==> src/rtl/br_fifo_ext_arb_wrr_pkg.sv <==
// Shared helpers for the weighted round-robin external arbiter.
//   eff_weight    : clamps a raw weight to [1, max_w] (0 behaves as 1).
//   rot_first_one : rotating first-one search. It scans start+1, start+2, ...
//                   and wraps modulo n. The scan ends at start itself.
// Port-independent, so the formal bench can import it unchanged.
package br_fifo_ext_arb_wrr_pkg;

    // Upper bound on NumFifos supported by the rotating search.
    localparam int unsigned MaxFifos = 32;
    localparam int unsigned IdxWidth = $clog2(MaxFifos);

    typedef struct packed {
        logic                found;
        logic [IdxWidth-1:0] idx;
    } rot_sel_t;

    function automatic logic [31:0] eff_weight(input logic [31:0] w, input logic [31:0] max_w);
        if (w == 32'd0)  return 32'd1;
        if (w > max_w)   return max_w;
        return w;
    endfunction

    function automatic rot_sel_t rot_first_one(input logic [MaxFifos-1:0] mask,
                                               input int unsigned         n,
                                               input int unsigned         start);
        rot_sel_t    sel;
        int unsigned idx;
        sel = '0;
        for (int unsigned i = 0; i < MaxFifos; i++) begin
            // start < n and i < n, so a single subtraction wraps the index.
            idx = start + 1 + i;
            if (idx >= n) idx = idx - n;
            if ((i < n) && !sel.found && mask[idx[IdxWidth-1:0]]) begin
                sel.found = 1'b1;
                sel.idx   = idx[IdxWidth-1:0];
            end
        end
        return sel;
    endfunction

endpackage

==> src/rtl/br_fifo_ext_arb_wrr_if.sv <==
// Arbiter interface between the external-arbitration FIFO and its arbiter.
//   arb_request                : [ports][fifos] request vectors (FIFO -> arb)
//   arb_enable_priority_update : [ports] commit the current grant (FIFO -> arb)
//   fifo_weight                : [fifos] burst weights, shared by all ports
//   arb_grant                  : [ports][fifos] one-hot grants (arb -> FIFO)
// master = FIFO side, slave = arbiter side.
interface br_fifo_ext_arb_wrr_if #(
    parameter int unsigned NumReadPorts = 1,
    parameter int unsigned NumFifos     = 2,
    parameter int unsigned MaxWeight    = 4,
    parameter int unsigned WeightWidth  = $clog2(MaxWeight + 1)
);
    logic [NumReadPorts-1:0][NumFifos-1:0]    arb_request;
    logic [NumReadPorts-1:0]                  arb_enable_priority_update;
    logic [NumFifos-1:0][WeightWidth-1:0]     fifo_weight;
    logic [NumReadPorts-1:0][NumFifos-1:0]    arb_grant;

    modport master (
        output arb_request,
        output arb_enable_priority_update,
        output fifo_weight,
        input  arb_grant
    );

    modport slave (
        input  arb_request,
        input  arb_enable_priority_update,
        input  fifo_weight,
        output arb_grant
    );
endinterface

==> src/rtl/br_fifo_ext_arb_wrr_port.sv <==
// Single-port weighted round-robin arbiter.
//   clk, rst  : clock, synchronous active-high reset
//   req_i     : FIFO request vector for this port
//   upd_i     : commit the current grant into holder/burst state
//   weight_i  : raw per-FIFO weights (0 -> 1, clamped to MaxWeight)
//   grant_o   : combinational onehot0 grant, always a subset of req_i
module br_fifo_ext_arb_wrr_port
    import br_fifo_ext_arb_wrr_pkg::*;
#(
    parameter int unsigned NumFifos    = 2,
    parameter int unsigned MaxWeight   = 4,
    parameter int unsigned WeightWidth = $clog2(MaxWeight + 1)
) (
    input  logic                              clk,
    input  logic                              rst,
    input  logic [NumFifos-1:0]               req_i,
    input  logic                              upd_i,
    input  logic [NumFifos-1:0][WeightWidth-1:0] weight_i,
    output logic [NumFifos-1:0]               grant_o
);
    localparam int unsigned HolderWidth = $clog2(NumFifos);

    logic [HolderWidth-1:0] holder_q, holder_d;
    logic [WeightWidth-1:0] burst_cnt_q, burst_cnt_d;

    logic [WeightWidth-1:0] hold_weight;
    logic                   cont;
    rot_sel_t               sel;
    logic                   gnt_vld;
    logic [HolderWidth-1:0] gnt_idx;

    // Grant path. A burst count of 0 exists only out of reset. It means no
    // burst is in progress, so the reset holder (NumFifos-1) does not win
    // outright, and FIFO 0 gets top priority.
    always_comb begin
        hold_weight = WeightWidth'(eff_weight(32'(weight_i[holder_q]), 32'(MaxWeight)));
        cont        = req_i[holder_q] && (burst_cnt_q != '0) && (burst_cnt_q < hold_weight);
        sel         = rot_first_one(MaxFifos'(req_i), NumFifos, 32'(holder_q));
        gnt_vld     = cont || sel.found;
        gnt_idx     = cont ? holder_q : HolderWidth'(sel.idx);
        grant_o     = '0;
        if (gnt_vld) grant_o[gnt_idx] = 1'b1;
    end

    // Priority state moves only on an enabled update that actually granted.
    always_comb begin
        holder_d    = holder_q;
        burst_cnt_d = burst_cnt_q;
        if (upd_i && gnt_vld) begin
            if (gnt_idx == holder_q) begin
                if (32'(burst_cnt_q) < MaxWeight) burst_cnt_d = burst_cnt_q + WeightWidth'(1);
            end else begin
                holder_d    = gnt_idx;
                burst_cnt_d = WeightWidth'(1);
            end
        end
    end

    always_ff @(posedge clk) begin
        if (rst) begin
            holder_q    <= HolderWidth'(NumFifos - 1);
            burst_cnt_q <= '0;
        end else begin
            holder_q    <= holder_d;
            burst_cnt_q <= burst_cnt_d;
        end
    end

endmodule

==> src/rtl/br_fifo_ext_arb_wrr.sv <==
// External weighted round-robin arbiter for br_fifo_ext_arb. Each read port
// has its own independent arbiter. The weights are fanned out to all ports.
//   clk, rst : clock, synchronous active-high reset
//   arb_if   : slave side of the arbiter interface (requests, priority
//              update enables and weights in; same-cycle grants out)
module br_fifo_ext_arb_wrr #(
    parameter int unsigned NumReadPorts = 1,
    parameter int unsigned NumFifos     = 2,
    parameter int unsigned MaxWeight    = 4,
    parameter int unsigned WeightWidth  = $clog2(MaxWeight + 1)
) (
    input  logic                  clk,
    input  logic                  rst,
    br_fifo_ext_arb_wrr_if.slave  arb_if
);
    logic [NumReadPorts-1:0][NumFifos-1:0] grant;

    for (genvar r = 0; r < NumReadPorts; r++) begin : g_port
        br_fifo_ext_arb_wrr_port #(
            .NumFifos    (NumFifos),
            .MaxWeight   (MaxWeight),
            .WeightWidth (WeightWidth)
        ) u_port (
            .clk      (clk),
            .rst      (rst),
            .req_i    (arb_if.arb_request[r]),
            .upd_i    (arb_if.arb_enable_priority_update[r]),
            .weight_i (arb_if.fifo_weight),
            .grant_o  (grant[r])
        );
    end

    assign arb_if.arb_grant = grant;

endmodule
==> src/flat_wrapper.sv <==
// flat-port wrapper written by rule: the top's interface ports become plain ports
module br_fifo_ext_arb_wrr_flat 
#(
    parameter int unsigned NumReadPorts = 1,
    parameter int unsigned NumFifos     = 2,
    parameter int unsigned MaxWeight    = 4,
    parameter int unsigned WeightWidth  = $clog2(MaxWeight + 1)
)
  (clk, rst, arb_if_arb_request, arb_if_arb_enable_priority_update, arb_if_fifo_weight, arb_if_arb_grant);
  br_fifo_ext_arb_wrr_if #(.NumReadPorts(NumReadPorts), .NumFifos(NumFifos), .MaxWeight(MaxWeight), .WeightWidth(WeightWidth)) arb_if_i ();
  input  logic clk;
  input  logic rst;
  input wire logic [$bits(arb_if_i.arb_request)-1:0] arb_if_arb_request;
  input wire logic [$bits(arb_if_i.arb_enable_priority_update)-1:0] arb_if_arb_enable_priority_update;
  input wire logic [$bits(arb_if_i.fifo_weight)-1:0] arb_if_fifo_weight;
  output wire logic [$bits(arb_if_i.arb_grant)-1:0] arb_if_arb_grant;
  assign arb_if_i.arb_request = arb_if_arb_request;
  assign arb_if_i.arb_enable_priority_update = arb_if_arb_enable_priority_update;
  assign arb_if_i.fifo_weight = arb_if_fifo_weight;
  assign arb_if_arb_grant = arb_if_i.arb_grant;
  br_fifo_ext_arb_wrr #(.NumReadPorts(NumReadPorts), .NumFifos(NumFifos), .MaxWeight(MaxWeight), .WeightWidth(WeightWidth)) u_core (.clk(clk), .rst(rst), .arb_if(arb_if_i));
endmodule
==> config.mk <==
export PLATFORM = sky130hd
export DESIGN_NAME = br_fifo_ext_arb_wrr_flat
export DESIGN_NICKNAME = d
export VERILOG_FILES = /design/src/rtl/br_fifo_ext_arb_wrr_pkg.sv /design/src/rtl/br_fifo_ext_arb_wrr_if.sv /design/src/rtl/br_fifo_ext_arb_wrr_port.sv /design/src/rtl/br_fifo_ext_arb_wrr.sv /design/src/flat_wrapper.sv
export SDC_FILE = /design/constraint.sdc
export NUM_CORES = 1
export LEC_CHECK = 0
export CAP_MARGIN = 10
export CORE_AREA = 10 10 47 49
export DETAILED_ROUTE_END_ITERATION = 16
export DIE_AREA = 0 0 57 59
export GPL_TIMING_DRIVEN = 0
export PLACE_DENSITY = 0.77
export SLEW_MARGIN = 20
export SYNTH_ARGS = -nofsm -noshare
export SYNTH_HDL_FRONTEND = slang
export SYNTH_SLANG_ARGS = --single-unit
==> constraint.sdc <==
create_clock -name clk -period 2.9 [get_ports clk]
set_input_delay 0.87 -clock clk [delete_from_list [all_inputs] [get_ports clk]]
set_output_delay 0.87 -clock clk [all_outputs]
set_load 0.005 [all_outputs]
# [After elaboration in Yosys (flattened, before gate mapping)]
# Cells that the tools add are included.
[classes] n_mux=25 n_addsub=5 n_eq_ne=2 n_bitwise=1 n_reduce_logical=11 n_lt_le_gt_ge=10
[ops] operator="32-bit by 2-bit greater-or-equal comparator with 1-bit output (second input constant)" count=1
[ops] operator="3-bit two-way mux" count=8
[ops] operator="5-bit by 6-bit < comparator with 1-bit output (second input constant)" count=2
[ops] operator="6-bit two-way mux" count=2
[ops] operator="1-bit binary-select mux with 5-bit select" count=2
[ops] operator="5-bit two-way mux" count=2
[ops] operator="1-bit two-way mux" count=9
[ops] operator="1-bit logical AND" count=5
[ops] operator="1-bit by 2-bit < comparator with 1-bit output (second input constant)" count=2
[ops] operator="2-bit AND reduction" count=2
[ops] operator="3-bit by 2-bit subtractor with 4-bit output (second input constant)" count=1
[ops] operator="2-bit by 1-bit adder with 3-bit output (second input constant)" count=1
[ops] operator="3-bit by 1-bit adder with 3-bit output (second input constant)" count=1
[ops] operator="3-bit by 2-bit greater-or-equal comparator with 1-bit output (second input constant)" count=1
[ops] operator="3-bit greater-than comparator (second input constant)" count=1
[ops] operator="3-bit zero test" count=1
[ops] operator="3-bit < comparator" count=1
[ops] operator="3-bit < comparator (second input constant)" count=1
[ops] operator="3-bit nonzero test" count=1
[ops] operator="2-bit by 2-bit subtractor with 3-bit output (second input constant)" count=1
[ops] operator="1-bit by 1-bit adder with 2-bit output (second input constant)" count=1
[ops] operator="2-bit two-way mux" count=1
[ops] operator="2-bit by 1-bit != test with 1-bit output (second input constant)" count=1
[ops] operator="1-bit demux with 1-bit select" count=1
[ops] operator="other kinds (5)" count=5
[totals] reg_bits=4 input_bits=11 word_cells=56 output_inout_bits=2

# [Logic depth before layout (Yosys ltp)]
# Gate-level depths: netlist (run 1).
[depth] ltp_word=15 mapped_depth=8 depth_no_buf=7

# [Worst setup path after synthesis (run 1)]
# Ideal clock, no wire load.
[synth_path] path_type="input to output" from="input port arb_if_fifo_weight[5]" to="output port arb_if_arb_grant[1]" required_time_ns=2.030 arrival_ns=2.109 path_slack_ns=-0.079 cell_stages=6 path_buffers=0 cell_sequence="mux2i_1 ha_1 and2_4 nor3_4 mux2i_1 and4bb_2"
[synth_between] elab_chain_len=15 elab_cells_between_ends=20 classes_between="4 x order compare; 12 x mux; 4 x reduce/logical"
[synth_lines] item="from (decl)" line="flat_wrapper.sv:15" source="input wire logic [$bits(arb_if_i.fifo_weight)-1:0] arb_if_fifo_weight;"
[synth_lines] item="3-bit two-way mux (implied by the code) * (2 in a row)" line="br_fifo_ext_arb_wrr_port.sv:36" source="hold_weight = WeightWidth'(eff_weight(32'(weight_i[holder_q]), 32'(MaxWeight)));"
[synth_lines] item="3-bit greater-than comparator" line="br_fifo_ext_arb_wrr_pkg.sv:19" source="if (w > max_w) return max_w;"
[synth_lines] item="1-bit two-way mux (2 in a row)" line="br_fifo_ext_arb_wrr_pkg.sv:19"
[synth_lines] item="3-bit two-way mux" line="br_fifo_ext_arb_wrr_pkg.sv:20" source="return w;"
[synth_lines] item="3-bit two-way mux *" line="br_fifo_ext_arb_wrr_pkg.sv:19"
[synth_lines] item="3-bit < comparator *" line="br_fifo_ext_arb_wrr_port.sv:37" source="cont = req_i[holder_q] && (burst_cnt_q != '0) && (burst_cnt_q < hold_weight);"
[synth_lines] item="1-bit logical AND *" line="br_fifo_ext_arb_wrr_port.sv:37"
[synth_lines] item="1-bit two-way mux" line="br_fifo_ext_arb_wrr_port.sv:40" source="gnt_idx = cont ? holder_q : HolderWidth'(sel.idx);"
[synth_lines] item="1-bit by 2-bit < comparator with 1-bit output (implied by the code) / 1-bit greater-or-equal comparator (equally long branches)" line="br_fifo_ext_arb_wrr_port.sv:42" source="if (gnt_vld) grant_o[gnt_idx] = 1'b1;"
[synth_lines] item="1-bit logical AND (implied by the code)" line="br_fifo_ext_arb_wrr_port.sv:42"
[synth_lines] item="1-bit two-way mux (implied by the code)" line="br_fifo_ext_arb_wrr_port.sv:42"
[synth_lines] item="1-bit demux with 1-bit select" line="br_fifo_ext_arb_wrr_port.sv:42"
[synth_lines] item="2-bit two-way mux *" line="br_fifo_ext_arb_wrr_port.sv:42"
[synth_lines] item="to (decl)" line="flat_wrapper.sv:16" source="output wire logic [$bits(arb_if_i.arb_grant)-1:0] arb_if_arb_grant;"
# Mark *: on every way between the ends. The rest lies on a longest branch, timed or not. The select of a mux whose other input is x is not followed.

# [Worst setup path in the final report (run 1)]
[layout_path] from="input port arb_if_fifo_weight[2]" to="output port arb_if_arb_grant[1]"
# The elaborated chain is that of the path after synthesis.

==> run_results.csv, run 1 <==
group,metric,value,unit
min_path,holdPathStages,2,
worst_setup_path,path_max_fanout,4,
floorplanning,core_area,1400,µm²
place,hpwl,1.08,mm
status,status,"finished, violations left",
synthesis,ys_ff_latch,4,
worst_setup_path,setup.worst_path.start_class,"input pin",
floorplanning,die_y,59,µm
detailed_routing,drtAntennaViolNets,0,
final_layout,multiInputGateArea,490,µm²
clock_tree,htreeDepth,1,
timing,maxSlewHeadroom,76.5,%
final_layout,fill_cells,133,
final_layout,finalNetCount,101,
synthesis,yosys-top-cells-area,"dfxtp_1 15%, ha_1 9.2%, mux2i_1 5.5%, nand2_1 4.1%, and2_4 3.2%",
global_route,antenna_found_initial,0,
worst_setup_path,worstPathArrival,2.30,ns
timing,tightest_slew,0.353,ns
detailed_routing,wl,1.39,mm
floorplanning,ios,13,
worst_setup_path,cp_cell_sequence,"buf_8, mux2i_4, ha_4, and2_4, nor3_4, mux2i_1, and4bb_2, buf_2",
clock_tree,clk_pin_slew,0.04,ns
final_layout,final_common_cell,"clkdlybuf4s50_1",
global_route,grt_pass1_wl,2.50,mm
worst_setup_path,end_kind,"primary output",
floorplanning,start_util,38.8,%
synthesis,async_reset_ff_share,0,%
global_route,grt_max_degree,11,
synthesis,synth_nets,79,
timing,drv_slew,0,
place,dp_cells,92,
synthesis,synth_edf_count,0,
worst_setup_path,r2r_start,"u_core.g_port[0].u_port.holder_q$_SDFFE_PP1P_",
final_layout,seqCellArea,80.1,µm²
detailed_routing,drt-pass1-iter-count,4,
timing,finalCriticalPeriod,3.17,ns
synthesis,synth_area,543,µm²
clock_tree,cts_sinks,4,
worst_setup_path,cp_slowest_cell,"and4bb_2",
worst_setup_path,crit_end,"arb_if_arb_grant[1]",
place,io_buffers,12,
final_layout,layout-drive-gt1-share,38.1,%
final_layout,final_cell_area,787,µm²
clock_tree,cts_tree,"yes",
timing,hold_viol_final,0,
timing,rsz0062_at_grt,"true",
detailed_routing,wl_per_cell,13.9,µm
final_layout,diodes,0,
worst_setup_path,critPathRequiredTime,2.03,ns
synthesis,ys_warn_count,0,
clock_tree,clock_latency,0.23,ns
final_layout,syn_to_final_growth,44.9,%
worst_setup_path,r2r_cells,8,
worst_setup_path,critPathKind,"input pin to primary output",
power_and_ir_drop,powerDensity,440,nW/µm²
flow_run,max_cap_violations,0,
detailed_routing,initialDrtViolationCount,8,
clock_tree,cts_buffer_depth,2,
worst_setup_path,max_stage_delay,0.24,ns
worst_setup_path,worst-path-stages,8,
floorplanning,rows,14,
synthesis,ys_types,41,
final_layout,final_cell_mix,"6 x clkdlybuf4s50_1, 4 x inv_1, 4 x nand2_1, 4 x buf_4, 4 x dfxtp_1",
status,violations,"negative setup slack",
place,gp_congestion,0.837,
floorplanning,die_area,3360,µm²
min_path,min_path_type,"flop to flop",
detailed_routing,vias_per_cell,5.39,
power_and_ir_drop,ir_drop,0.000276,V
worst_setup_path,ff2ff_setup_slack,0.68,ns
detailed_routing,drcViolationCount,0,
clock_tree,clockRootBuffer,"clkbuf_4",
synthesis,synth_top_cell_area_share,14.7,%
global_route,grt_pass1_vias,576,
timing,worst_slack,-0.267,ns
synthesis,synth_flop_cell,"dfxtp_1",
synthesis,synth-seq-area-share,14.7,%
synthesis,synthCells,64,
power_and_ir_drop,leakage,0.000319,µW
timing,fin_crit_sh,109,%
detailed_routing,vias,539,
timing,clock_skew,0.000760,ns
worst_setup_path,cp.buffers_inverters,2,
global_route,grt_overflow,0,
synthesis,synth.avg_cell_area,8.48,µm²
worst_setup_path,startpoint,"arb_if_fifo_weight[2]",
worst_setup_path,cp_top_family,"simple AND/OR/NAND/NOR gates",
final_layout,layout.cells.non_filler,100,
synthesis,synth.largest_area_cell,"dfxtp_1",
global_route,grtUsageTotal,8.89,%
timing,finalSetupViolations,2,
worst_setup_path,rr_endpoint,"u_core.g_port[0].u_port.holder_q$_SDFFE_PP1P_",
place,place_area,683,µm²
floorplanning,dieWidth,57,µm
power_and_ir_drop,p_total,346,µW
clock_tree,cts_buffers,3,
timing,maxClockFrequency,316,MHz
Yosys cell counts (2+ instances only):
master,count
a21oi_1,3
ha_1,4
dfxtp_1,4
and2_4,2
inv_1,4
o31ai_1,2
mux2i_1,3
nand2_1,6
nor4_1,2
nor2b_1,2
o31a_1,2
kinds of logic after synthesis:
| family | after synthesis | share of synthesized area (%) |
|---|---|---|
| buffers and inverters | 5 | 4.84 |
| DFF | 4 | 14.7 |
| and+or+nand+nor | 28 | 35.3 |
| muxes | 4 | 7.60 |
| adders and majority gates | 4 | 9.22 |
| xor gates and xnor gates | 1 | 1.61 |
| AOI/OAI and AO/OA | 18 | 26.7 |
where the power goes:
part	internal (µW)	switching (µW)
clock	46.2	21.2
combinational	109	99.6
sequential	62.3	8.00
total	218	129
area by class of cell:
| class | instances | share of cell area [%] |
|---|---|---|
| timing repair buffer | 17 | 18.8 |
| sequential | 4 | 10.2 |
| buffer | 1 | 1.43 |
| clock buffer | 3 | 2.86 |
| inverter | 4 | 1.91 |
| tap | 16 | 2.54 |
| multi-input combinational | 55 | 62.3 |
sequential cells by signal, summed over array words and instances (netlist names):
register / count
u_core.g_port.u_port.burst_cnt_q: 3
u_core.g_port.u_port.holder_q: 1
worst min-delay path: cells and delay by family, from the launching register on:
kind             cells  cell delay, ns
and+or+nand+nor      1            0.06
DFF                  1            0.36
muxes                1            0.17
how the worst min path moves through the flow:
stage | startpoint | end | slack (ns)
after floorplan | u_core.g_port[0].u_port.burst_cnt_q[1]$_SDFFE_PP0P_ | u_core.g_port[0].u_port.burst_cnt_q[1]$_SDFFE_PP0P_ | 0.53
after global placement | u_core.g_port[0].u_port.burst_cnt_q[2]$_SDFFE_PP0P_ | u_core.g_port[0].u_port.burst_cnt_q[2]$_SDFFE_PP0P_ | 0.58
after detailed placement | u_core.g_port[0].u_port.burst_cnt_q[1]$_SDFFE_PP0P_ | u_core.g_port[0].u_port.burst_cnt_q[1]$_SDFFE_PP0P_ | 0.59
after CTS | u_core.g_port[0].u_port.burst_cnt_q[1]$_SDFFE_PP0P_ | u_core.g_port[0].u_port.burst_cnt_q[1]$_SDFFE_PP0P_ | 0.60
after global routing | u_core.g_port[0].u_port.burst_cnt_q[2]$_SDFFE_PP0P_ | u_core.g_port[0].u_port.burst_cnt_q[2]$_SDFFE_PP0P_ | 0.66
final | u_core.g_port[0].u_port.burst_cnt_q[1]$_SDFFE_PP0P_ | u_core.g_port[0].u_port.burst_cnt_q[1]$_SDFFE_PP0P_ | 0.63
metal layers:
layer	global-route usage [%]	wire length (µm)	up-vias	share of wire [%]
met5	0	0	-	0
met4	4.03	0	0	0
met3	1.93	45	0	3.2
met2	14.7	675	8	49
met1	10.7	671	247	48
li1	-	-	284	-
through the flow:
stage / utilization (%) / worst slack [ns] / hold WS [ns] / setup TNS (ns)
after global routing: 56.2 / -0.326 / 0.663 / -0.638
after CTS: 53.4 / -0.331 / 0.601 / -0.658
after detailed placement: 48.8 / -1.08 / 0.593 / -2.15
after global placement: 48.8 / -1.02 / 0.579 / -2.02
final: 56.2 / -0.267 / 0.635 / -0.486
after floorplan: - / -0.0318 / 0.528 / -0.0318
repair_timing:
item                                    4_1_cts  5_1_grt
pin swaps                                     8        5
hold endpoints to repair                      0        0
gates cloned                                  0        0
hold buffers                                  0        0
endpoints found under the setup margin        2        2
buffers inserted                              3        2
resized for setup                            27        9
No activity file was read; power rests on OpenSTA's default activity.
==> run 2: changes to the inputs <==
- GPL_TIMING_DRIVEN: 0 -> default
==> run_results.csv, run 2 (same netlist as run 1, synthesis figures left out) <==
group,metric,value,unit
min_path,holdPathStages,2,
status,violations,"negative setup slack",
power_and_ir_drop,p_total,378,µW
detailed_routing,vias,608,
worst_setup_path,cp_slowest_cell,"and4bb_2",
final_layout,diodes,0,
timing,tightest_slew,0.317,ns
worst_setup_path,r2r_start,"u_core.g_port[0].u_port.holder_q$_SDFFE_PP1P_",
min_path,min_to,"u_core.g_port[0].u_port.burst_cnt_q[1]$_SDFFE_PP0P_",
final_layout,final_cell_area,866,µm²
place,dpl_worst_slack,-1.03,ns
worst_setup_path,critPathKind,"input pin to primary output",
power_and_ir_drop,leakage,0.000374,µW
timing,worst_slack,-0.300,ns
global_route,grtUsageTotal,9.89,%
final_layout,layout-drive-gt1-share,44.2,%
floorplanning,die_area,3360,µm²
worst_setup_path,path_max_fanout,4,
floorplanning,die_y,59,µm
clock_tree,htreeDepth,1,
timing,holdWs,0.623,ns
worst_setup_path,rr_endpoint,"u_core.g_port[0].u_port.burst_cnt_q[0]$_SDFFE_PP0P_",
worst_setup_path,cp_cell_sequence,"buf_8, mux2i_4, nand2_4, ha_4, and2_4, nor3_4, buf_4, nand4_1, and4bb_2, buf_6",
clock_tree,cts_tree,"yes",
worst_setup_path,ff2ff_setup_slack,0.59,ns
clock_tree,cts_buffers,3,
worst_setup_path,r2r_cells,11,
detailed_routing,wl,1.70,mm
global_route,grt_pass1_vias,628,
final_layout,finalNetCount,112,
clock_tree,cts_buffer_depth,2,
min_path,hp-start,"u_core.g_port[0].u_port.burst_cnt_q[1]$_SDFFE_PP0P_",
floorplanning,start_util,38.8,%
detailed_routing,drtAntennaViolNets,0,
flow_run,max_cap_violations,0,
power_and_ir_drop,ir_drop,0.000329,V
place,io_buffers,12,
timing,hold_viol_final,0,
detailed_routing,vias_per_cell,5.48,
final_layout,top_regs,"u_core.g_port.u_port.burst_cnt_q: 3 flops, u_core.g_port.u_port.holder_q: 1 flops",
final_layout,final_cell_mix,"17 x buf_4, 6 x clkdlybuf4s50_1, 4 x inv_1, 4 x nand2_1, 4 x dfxtp_1",
detailed_routing,initialDrtViolationCount,13,
place,hpwl,1.29,mm
worst_setup_path,max_stage_delay,0.24,ns
detailed_routing,drcViolationCount,0,
clock_tree,clockRootBuffer,"clkbuf_4",
timing,drv_slew,0,
worst_setup_path,cp_top_family,"simple AND/OR/NAND/NOR gates",
floorplanning,dieWidth,57,µm
power_and_ir_drop,powerDensity,437,nW/µm²
final_layout,final_common_cell,"buf_4",
floorplanning,ios,13,
floorplanning,core_area,1400,µm²
global_route,antenna_found_initial,0,
global_route,grt_max_degree,9,
timing,maxSlewHeadroom,78.8,%
place,gp_congestion,0.812,
worst_setup_path,setup.worst_path.start_class,"input pin",
global_route,grt_pass1_wl,2.76,mm
timing,rsz0062_at_grt,"true",
min_path,min_path_type,"flop to flop",
timing,finalSetupViolations,2,
final_layout,regMostFlops,"u_core.g_port.u_port.burst_cnt_q",
worst_setup_path,critPathRequiredTime,2.03,ns
clock_tree,holdBufCountCts,0,
final_layout,syn_to_final_growth,59.4,%
timing,clock_skew,0.000501,ns
timing,fin_crit_sh,110,%
global_route,grt_overflow,0,
clock_tree,cts_sinks,4,
detailed_routing,wl_per_cell,15.3,µm
worst_setup_path,end_kind,"primary output",
detailed_routing,drt-pass1-iter-count,4,
clock_tree,clock_latency,0.23,ns
status,status,"finished, violations left",
timing,finalCriticalPeriod,3.20,ns
clock_tree,clk_pin_slew,0.04,ns
worst_setup_path,cp.buffers_inverters,3,
worst_setup_path,worstPathArrival,2.33,ns
place,place_area,762,µm²
timing,setup_tns,-0.592,ns
final_layout,largest_register_ffs,3,
timing,maxClockFrequency,313,MHz
floorplanning,rows,14,
## run 2: changes by cell type in the layout (fill, tap and decap cells not counted)
cell     change
buf_2        -1
buf_6        -1
nor2b_1      +1
buf_4       +13
nor2b_2      -1
## run 2: worst reg2reg max path: stages (launching register included)
cell	delay (ns)
dfxtp_1	0.46
mux2i_4	0.34
nand2_4	0.08
ha_4	0.16
and2_4	0.17
nor3_4	0.18
buf_4	0.16
buf_4	0.09
buf_4	0.09
buf_4	0.09
a21oi_1	0.09
o31a_1	0.28
## run 2: report_power, final
group	internal, µW	switching (µW)
sequential	62.3	11.0
combinational	132	106
clock	46.1	20.4
## run 2: area by class of cell
class / instances / area [µm²]
fill: 133 / 536
timing repair buffer: 29 / 240
multi-input combinational: 55 / 488
sequential: 4 / 80.1
tap: 16 / 20.0
inverter: 4 / 15.0
clock buffer: 3 / 22.5
## run 2: worst max path at each step
stage | startpoint | endpoint | cells after the start
4_1_cts | arb_if_fifo_weight[2] | arb_if_arb_grant[1] | 8
5_1_grt | arb_if_fifo_weight[2] | arb_if_arb_grant[1] | 9
3_3_place_gp | arb_if_fifo_weight[2] | arb_if_arb_grant[1] | 8
2_1_floorplan | arb_if_fifo_weight[5] | arb_if_arb_grant[1] | 6
6_report | arb_if_fifo_weight[2] | arb_if_arb_grant[1] | 10
3_5_place_dp | arb_if_fifo_weight[2] | arb_if_arb_grant[0] | 9
## run 2: metrics by stage
step	utilization [%]	instances
3_5_place_dp	54.4	103
5_1_grt	61.8	111
4_1_cts	59.7	109
2_1_floorplan	-	64
6_report	61.8	111
3_3_place_gp	54.4	103
## run 2: repair_timing
item | 4_1_cts | 5_1_grt
pin swaps | 9 | 7
setup endpoints to repair | 2 | 2
setup buffers | 3 | 2
resized for setup | 29 | 7
## run 2: layer usage
layer  vias to the layer above  share of wire, %  GRT usage (%)  routed length (µm)
li1                        308                 -              -                   -
met5                         -                 0              0                   0
met4                         0                 0           3.02                   0
met1                       288                43           11.0                 726
met3                         0               4.2           2.15                  71
met2                        12                53           18.1                 898
==> run 3: changes to the inputs <==
- ABC_CLOCK_PERIOD_IN_PS: default -> 2900
==> results of run 3 <==
The final DEF is identical to that of run 2; final timing and power are the same.
